[src/rtl/cpu_types_pkg.sv]
// Shared CPU types: datapath words, register selects, instruction views
// and the writeback halt-state encoding.
package cpu_types_pkg;

  typedef logic [31:0] word_t;
  typedef logic [4:0]  regbits_t;

  typedef struct packed {
    logic [5:0] opcode;
    regbits_t   rs;
    regbits_t   rt;
    regbits_t   rd;
    logic [4:0] shamt;
    logic [5:0] funct;
  } r_t;

  typedef struct packed {
    logic [5:0]  opcode;
    regbits_t    rs;
    regbits_t    rt;
    logic [15:0] imm;
  } i_t;

  localparam regbits_t REG_RA = 5'd31;

  typedef enum logic {
    WB_RUN    = 1'b0,
    WB_HALTED = 1'b1
  } wb_state_t;

endpackage

[src/rtl/register_file.sv]
// 32x32 register file, two async read ports, one write port; r0 hardwired 0.
// Define WB_BYPASS_EN to make reads of the register being written return the new data.
module register_file
  import cpu_types_pkg::*;
(
  input  logic     CLK,
  input  logic     nRST,
  input  logic     WEN,
  input  regbits_t wsel,
  input  word_t    wdat,
  input  regbits_t rsel1,
  input  regbits_t rsel2,
  output word_t    rdat1,
  output word_t    rdat2
);

  word_t regs_q [31:1];

  always_ff @(posedge CLK or negedge nRST) begin
    if (!nRST) begin
      for (int i = 1; i < 32; i++) regs_q[i] <= '0;
    end else if (WEN && (wsel != '0)) begin
      regs_q[wsel] <= wdat;
    end
  end

  function automatic word_t rd_port(input regbits_t sel);
    word_t v;
    if (sel == '0) v = '0;
`ifdef WB_BYPASS_EN
    else if (WEN && (sel == wsel)) v = wdat;
`endif
    else v = regs_q[sel];
    return v;
  endfunction

  assign rdat1 = rd_port(rsel1);
  assign rdat2 = rd_port(rsel2);

endmodule

[src/rtl/writeback_unit.sv]
// Writeback stage: destination/data select, halt FSM, retire counter and register file.
// Write-first bypass in the register file is enabled by defining WB_BYPASS_EN.
module writeback_unit
  import cpu_types_pkg::*;
(
  input  logic     CLK,
  input  logic     nRST,
  input  word_t    instruction_in,
  input  word_t    pc4_in,
  input  word_t    outport_in,
  input  word_t    dload_in,
  input  logic     RegWrite_in,
  input  logic     MemtoReg_in,
  input  logic     RegDst_in,
  input  logic     jal_in,
  input  logic     halt_in,
  input  logic     wb_advance,
  input  regbits_t rsel1,
  input  regbits_t rsel2,
  output word_t    rdat1,
  output word_t    rdat2,
  output regbits_t wsel_out,
  output word_t    wdat_out,
  output logic     wen_out,
  output logic     halted,
  output word_t    retired
);

  wb_state_t state_q, state_d;
  word_t     retired_q, retired_d;
  r_t        instr_r;
  i_t        instr_i;

  assign instr_r = r_t'(instruction_in);
  assign instr_i = i_t'(instruction_in);

  assign wsel_out = jal_in    ? REG_RA     :
                    RegDst_in ? instr_r.rd : instr_i.rt;
  assign wdat_out = jal_in      ? pc4_in   :
                    MemtoReg_in ? dload_in : outport_in;

  // The halt instruction itself never writes, and nothing writes once halted.
  assign wen_out = RegWrite_in & (wsel_out != '0) & ~halted & ~halt_in;

  always_comb begin
    state_d   = state_q;
    retired_d = retired_q;
    if (state_q == WB_RUN) begin
      if (wb_advance && (instruction_in != '0)) retired_d = retired_q + 32'd1;
      if (halt_in) state_d = WB_HALTED;
    end
  end

  always_ff @(posedge CLK or negedge nRST) begin
    if (!nRST) begin
      state_q   <= WB_RUN;
      retired_q <= '0;
    end else begin
      state_q   <= state_d;
      retired_q <= retired_d;
    end
  end

  assign halted  = (state_q == WB_HALTED);
  assign retired = retired_q;

  register_file u_rf (
    .CLK   (CLK),
    .nRST  (nRST),
    .WEN   (wen_out),
    .wsel  (wsel_out),
    .wdat  (wdat_out),
    .rsel1 (rsel1),
    .rsel2 (rsel2),
    .rdat1 (rdat1),
    .rdat2 (rdat2)
  );

endmodule
[config.mk]
export PLATFORM = sky130hd
export DESIGN_NAME = writeback_unit
export DESIGN_NICKNAME = d
export VERILOG_FILES = /design/src/rtl/cpu_types_pkg.sv /design/src/rtl/register_file.sv /design/src/rtl/writeback_unit.sv
export SDC_FILE = /design/constraint.sdc
export NUM_CORES = 2
export LEC_CHECK = 0
export CAP_MARGIN = 30
export CORE_ASPECT_RATIO = 1.1
export CORE_MARGIN = 4
export CORE_UTILIZATION = 55
export CTS_CLUSTER_SIZE = 8
export DETAILED_ROUTE_END_ITERATION = 8
export DONT_BUFFER_PORTS = 1
export PLACE_DENSITY_LB_ADDON = 0.15
export SETUP_SLACK_MARGIN = 0.4
export SYNTH_ARGS = -nofsm -noshare
export SYNTH_HDL_FRONTEND = slang
export SYNTH_HIERARCHICAL = 1
export SYNTH_SLANG_ARGS = --single-unit
[constraint.sdc]
create_clock -name CLK -period 3.6 [get_ports CLK]
set_input_delay 0.72 -clock CLK [delete_from_list [all_inputs] [get_ports CLK]]
set_output_delay 0.72 -clock CLK [all_outputs]
set_load 0.05 [all_outputs]
# After elaboration in Yosys (flattened, before gate mapping)
# Index checks and enable logic that the tools add are counted.
# op_classes
addsub	1
order_cmp	4
n_mux	15
reduce_logical	8
bitwise_logic	5
# op_table
op	count
$bwmux W992	1
$bmux W32 S5	2
$mux W32	7
$demux W32 S5	1
$add A32 B1 Y32 const B	1
$reduce_bool A32 Y1	1
$lt A5 B6 Y1 const B	3
$logic_not A5 Y1	2
$mux W5	2
$ge A5 B1 Y1 const B	1
$reduce_bool A5 Y1	1
$and A1 B1 Y1	3
$logic_and A1 B1 Y1	3
$mux W1	2
$not A1 Y1	2
$reduce_and A2 Y1	1
# word_totals
out_inout_bits	135
regBits	1025
in_bits	146
elab_cells	66

# Logic depth before layout (Yosys ltp)
# depth
ltp_word	7
mapped_depth	11
ltp_nobuf	9

# Modules after synthesis
# Netlist, hierarchy kept.
# modules_own_cells
mod	area_per_inst_um2	cells_per_inst	n_inst	seq_area_each_um2
register_file	53677.7	4053	1	24823.8
writeback_unit	2379.8	272	1	825.8

# Worst setup path before layout
# Ideal clock, no wire load.
# synth_path
kind	input port to flip-flop
from	input RegDst_in
to	register u_rf/regs_q[897] in the netlist's numbering
setup_ns	0.125
path_slack_ns	-0.999
path_buffers	2
arrival_ns	4.475
cell_stages	11
t_required_ns	3.475
path_cell_list	buf_2 nor2b_1 a211o_1 or4_1 nor2_1 nor3b_1 nand2_1 or2_2 nor2_1 buf_4 mux2_2
# synth_via
elab_chain_cells	7
word_cells_on_any_way	13
cone_classes	order compare: 2; mux: 5; bitwise: 3; reduce/logical: 3
# synth_lines
element	line_no	text
start, declared	writeback_unit.sv:14	input logic RegDst_in,
$mux W5	writeback_unit.sv:38	RegDst_in ? instr_r.rd : instr_i.rt;
$mux W5	writeback_unit.sv:37	assign wsel_out = jal_in ? REG_RA :
via wsel_out[3]	writeback_unit.sv:22	output regbits_t wsel_out,
$reduce_bool A5 Y1	writeback_unit.sv:43	assign wen_out = RegWrite_in & (wsel_out != '0) & ~halted & ~halt_in;
$and A1 B1 Y1 (3 in series)	writeback_unit.sv:43	
via wen_out	writeback_unit.sv:24	output logic wen_out,
$logic_and A1 B1 Y1	register_file.sv:22	end else if (WEN && (wsel != '0)) begin
end signal, assigned by index	register_file.sv:23	regs_q[wsel] <= wdat;
end, declared	register_file.sv:17	word_t regs_q [31:1];
# The timed path passes the listed nets, and every way through them passes these cells.
# A chain may end at the register's enable or synchronous reset.

# Worst setup path after layout
# layout_path
from	input rsel1[0]
to	output rdat1[25]
# layout_via
elab_chain_cells	3
word_cells_on_any_way	4
cone_classes	mux: 3; reduce/logical: 1
# layout_lines
element	line_no	text
start, declared	writeback_unit.sv:18	input regbits_t rsel1,
$bmux W32 S5	register_file.sv:33	else v = regs_q[sel];
$mux W32 (not written as such)	register_file.sv:33	
$mux W32 (*)	register_file.sv:29	if (sel == '0) v = '0;
end, declared	writeback_unit.sv:20	output word_t rdat1,
# Every way passes the cells marked *; elsewhere a longest branch is shown, timed or not. The select of a mux whose other input is x is not followed.

==> impl_metrics.ini <==
[floorplan]
die_y_um = 343
num_rows = 122
dieArea_um2 = 107000
fp.dieW_um = 312
initial_core_util_pct = 55.6
ios = 281
design.core.area_um2 = 101000

[clock_network]
cts_made_buffers = 146
cts-root-buf = clkbuf_16
cts_sinks = 1025
path_clk_slew_ps = 50
h-tree-depth = 4
clk_latency_ps = 760
clock_path_buffers = 3
cts_tree = built

[timing]
slew_viol_final = 250
fmax_mhz = 184
worst_pin_slew_ps = 3190
setup_violations = 32
clock_skew_ps = 26.3
hold_viol_final = 0
maxSlewHeadroom_pct = -113
fin_ws_ps = -1850
rsz0062_at_grt = true
fin_crit_sh_pct = 151
tns_ps = -48690
fin_crit_ps = 5450

[pwr]
p_comb_share_pct = 11.5
peakVddDrop_mv = 0.393
total_leakage_power_nw = 30.9
seqPwrFrac_pct = 43.2
internal_power_w = 0.0202
p_clk_share_pct = 45.3
p_sw_w = 0.00712
p_per_area_nw_per_um2 = 409
netSwitchingFraction_pct = 26.1

[worst_setup_path]
crit_path_top_delay_cell = mux4_2
critPathBufInv = 2
critPathCaptureType = output port
path_class = input port to output port
path_delay_family = multiplexers
path_max_fanout = 355
start_kind = input port
cp_slowest_stage_delay_ps = 1610
path_cells = mux4_2, a22o_4, a31oi_4, nor3_2, buf_4, buf_12
arrival_ps = 4730
cp.required_ps = 2880

[drt]
vias = 39900
finalWirelength_um = 186000
wl_per_cell_um = 32.4
via_per_inst = 6.97
first_iter_violations = 3893
drtPass1Iterations = 5
ant_nets = 0
drc = 0

[worst_hold_path]
hold_path.class = input port to async pin

[synth]
synth_ff_type = dfrtp_1
ys_types = 57
synth_edf_count = 0
netlist_instances = 4325
synth_nets = 4472
ys_async_sr_fraction_pct = 100
ys_warn_count = 6
synth.avg_cell_area_um2 = 13.0
synth.cell_area_um2 = 56100
ys_seq_elements = 1025
seq_area_frac_synth_pct = 45.8

[layout]
antenna_cells = 0
area_growth_pct = 19.1
nNetsFinal = 4484
layout-drive-gt1-share_pct = 46.6
stdcell_area_um2 = 66800

[grt]
overflow = 0
grt_pass1_vias = 40100
grt_max_degree = 1026
grt_first_pass_wirelength_um = 268000
globalRouteTotalUtil_pct = 33.4
antenna_found_initial = 2

[job]
drv_cap = 0

[placed_design]
dp_hpwl_um = 110000
portBuffers = 0
place_congestion = 0.869
dpl_cell_area_um2 = 60100

[outcome]
violations = slew limit, setup timing
status = complete, but fails checks
-- power groups by stage --
stage          sequential (W)  clock [W]  combinational, W
2_1_floorplan          0.0120          0           0.00176
3_3_place_gp           0.0120          0           0.00252
3_5_place_dp           0.0120          0           0.00253
4_1_cts                0.0118     0.0125           0.00262
5_1_grt                0.0118     0.0130           0.00321
6_report               0.0118     0.0124           0.00314
-- cells in the final DEF (no fill, tap or decap), drive strengths merged, types with 3 or more instances in the layout --
cell type	n
mux2	1057
dfrtp	1025
mux2i	673
buf	297
o22ai	256
nor3	179
clkbuf	162
mux4	129
nand2	65
a221o	63
a22oi	63
nor4	47
nor2b	43
o21ai	33
a21oi	32
a211oi	32
a31oi	31
a22o	31
nor2	25
xor2	23
inv	15
nand3	10
xnor2	8
or2	8
nand2b	8
nor3b	7
a211o	5
nand4	4
clkinv	3
nand3b	3
and3	3
-- routing by layer --
layer / vias up / GRT usage, % / share of wire, %
li1: 16400 / - / -
met4: 2 / 15.0 / 5.1
met3: 485 / 7.06 / 8.0
met2: 1913 / 53.3 / 46
met5: - / 0 / 0.0070
met1: 21100 / 44.3 / 41
-- synth_stat cells (all sizes together) (2+ instances only) --
cell type / n / area share, %
nor2: 25 / 0.19
mux4: 129 / 5.2
nand3: 10 / 0.11
clkbuf: 186 / 1.3
a211o: 5 / 0.078
a221o: 63 / 1.1
nand3b: 3 / 0.040
nor3: 179 / 1.6
xor2: 23 / 0.36
or3: 2 / 0.022
or2: 8 / 0.089
and2: 2 / 0.022
a21oi: 32 / 0.29
a22oi: 63 / 0.84
mux2i: 673 / 12
nand4: 4 / 0.045
o21ai: 33 / 0.29
a22o: 31 / 0.48
nor3b: 7 / 0.10
nand2b: 8 / 0.089
a211oi: 32 / 0.46
nor4: 47 / 0.92
dfrtp: 1025 / 46
o22ai: 256 / 2.9
nand2: 65 / 0.44
inv: 8 / 0.054
nor2b: 43 / 0.48
and3: 3 / 0.042
mux2: 1057 / 21
buf: 256 / 2.9
a31oi: 31 / 0.35
xnor2: 8 / 0.12
-- stage by stage --
step                      utilization, %  power [W]  std cells  hold slack, ps  setup slack, ps
after floorplan                        -     0.0137       4325             424            -16.3
after global placement              59.6     0.0145       5520             503              193
after detailed placement            59.6     0.0145       5520             509              237
after CTS                           64.1     0.0270       5687            -262              318
after global routing                66.2     0.0280       5718             102            -18.7
final                               66.2     0.0273       5718            16.4            -1850
-- registers in the layout, indices dropped and copies added, names as in the netlist --
signal,cells
u_rf/regs_q,992
retired,32
halted,1
-- path summary, 6_finish.rpt --
kind                                       start  depth (start not counted)               end  slack (ps)
worst max register to register            halted                          7  u_rf/regs_q[726]         690
worst min register to register  u_rf/regs_q[362]                          1  u_rf/regs_q[362]         520
worst max-delay path                    rsel1[0]                          6         rdat1[25]       -1850
max in group asynchronous                   nRST                          4  u_rf/regs_q[644]        1080
worst min-delay path                        nRST                          1  u_rf/regs_q[763]          20
min in group CLK                         halt_in                          1            halted         190
-- cell families after synthesis --
group	synth area share, %
simple gates	4.26
xor+xnor	0.484
mux	38.4
fa+ha+maj	0.0223
buf+inv	4.23
compound gates	6.81
flops	45.8
-- repair_timing --
item,in CTS,in global routing
gates cloned,0,9
pin swaps,27,145
resized for setup,101,266
endpoints found under the setup margin,56,234
buffers inserted,2,16
endpoints found under the hold margin,1025,10
-- cell type report --
cell class | count | area (µm²)
Sequential cell | 1025 | 25600
Multi-Input combinational cell | 2851 | 31500
Inverter | 8 | 30.0
Fill cell | 7276 | 34100
Tap cell | 1364 | 1710
Clock buffer | 155 | 3790
Clock inverter | 10 | 133
Timing Repair Buffer | 305 | 3970
(Power assumes the default switching activity.)
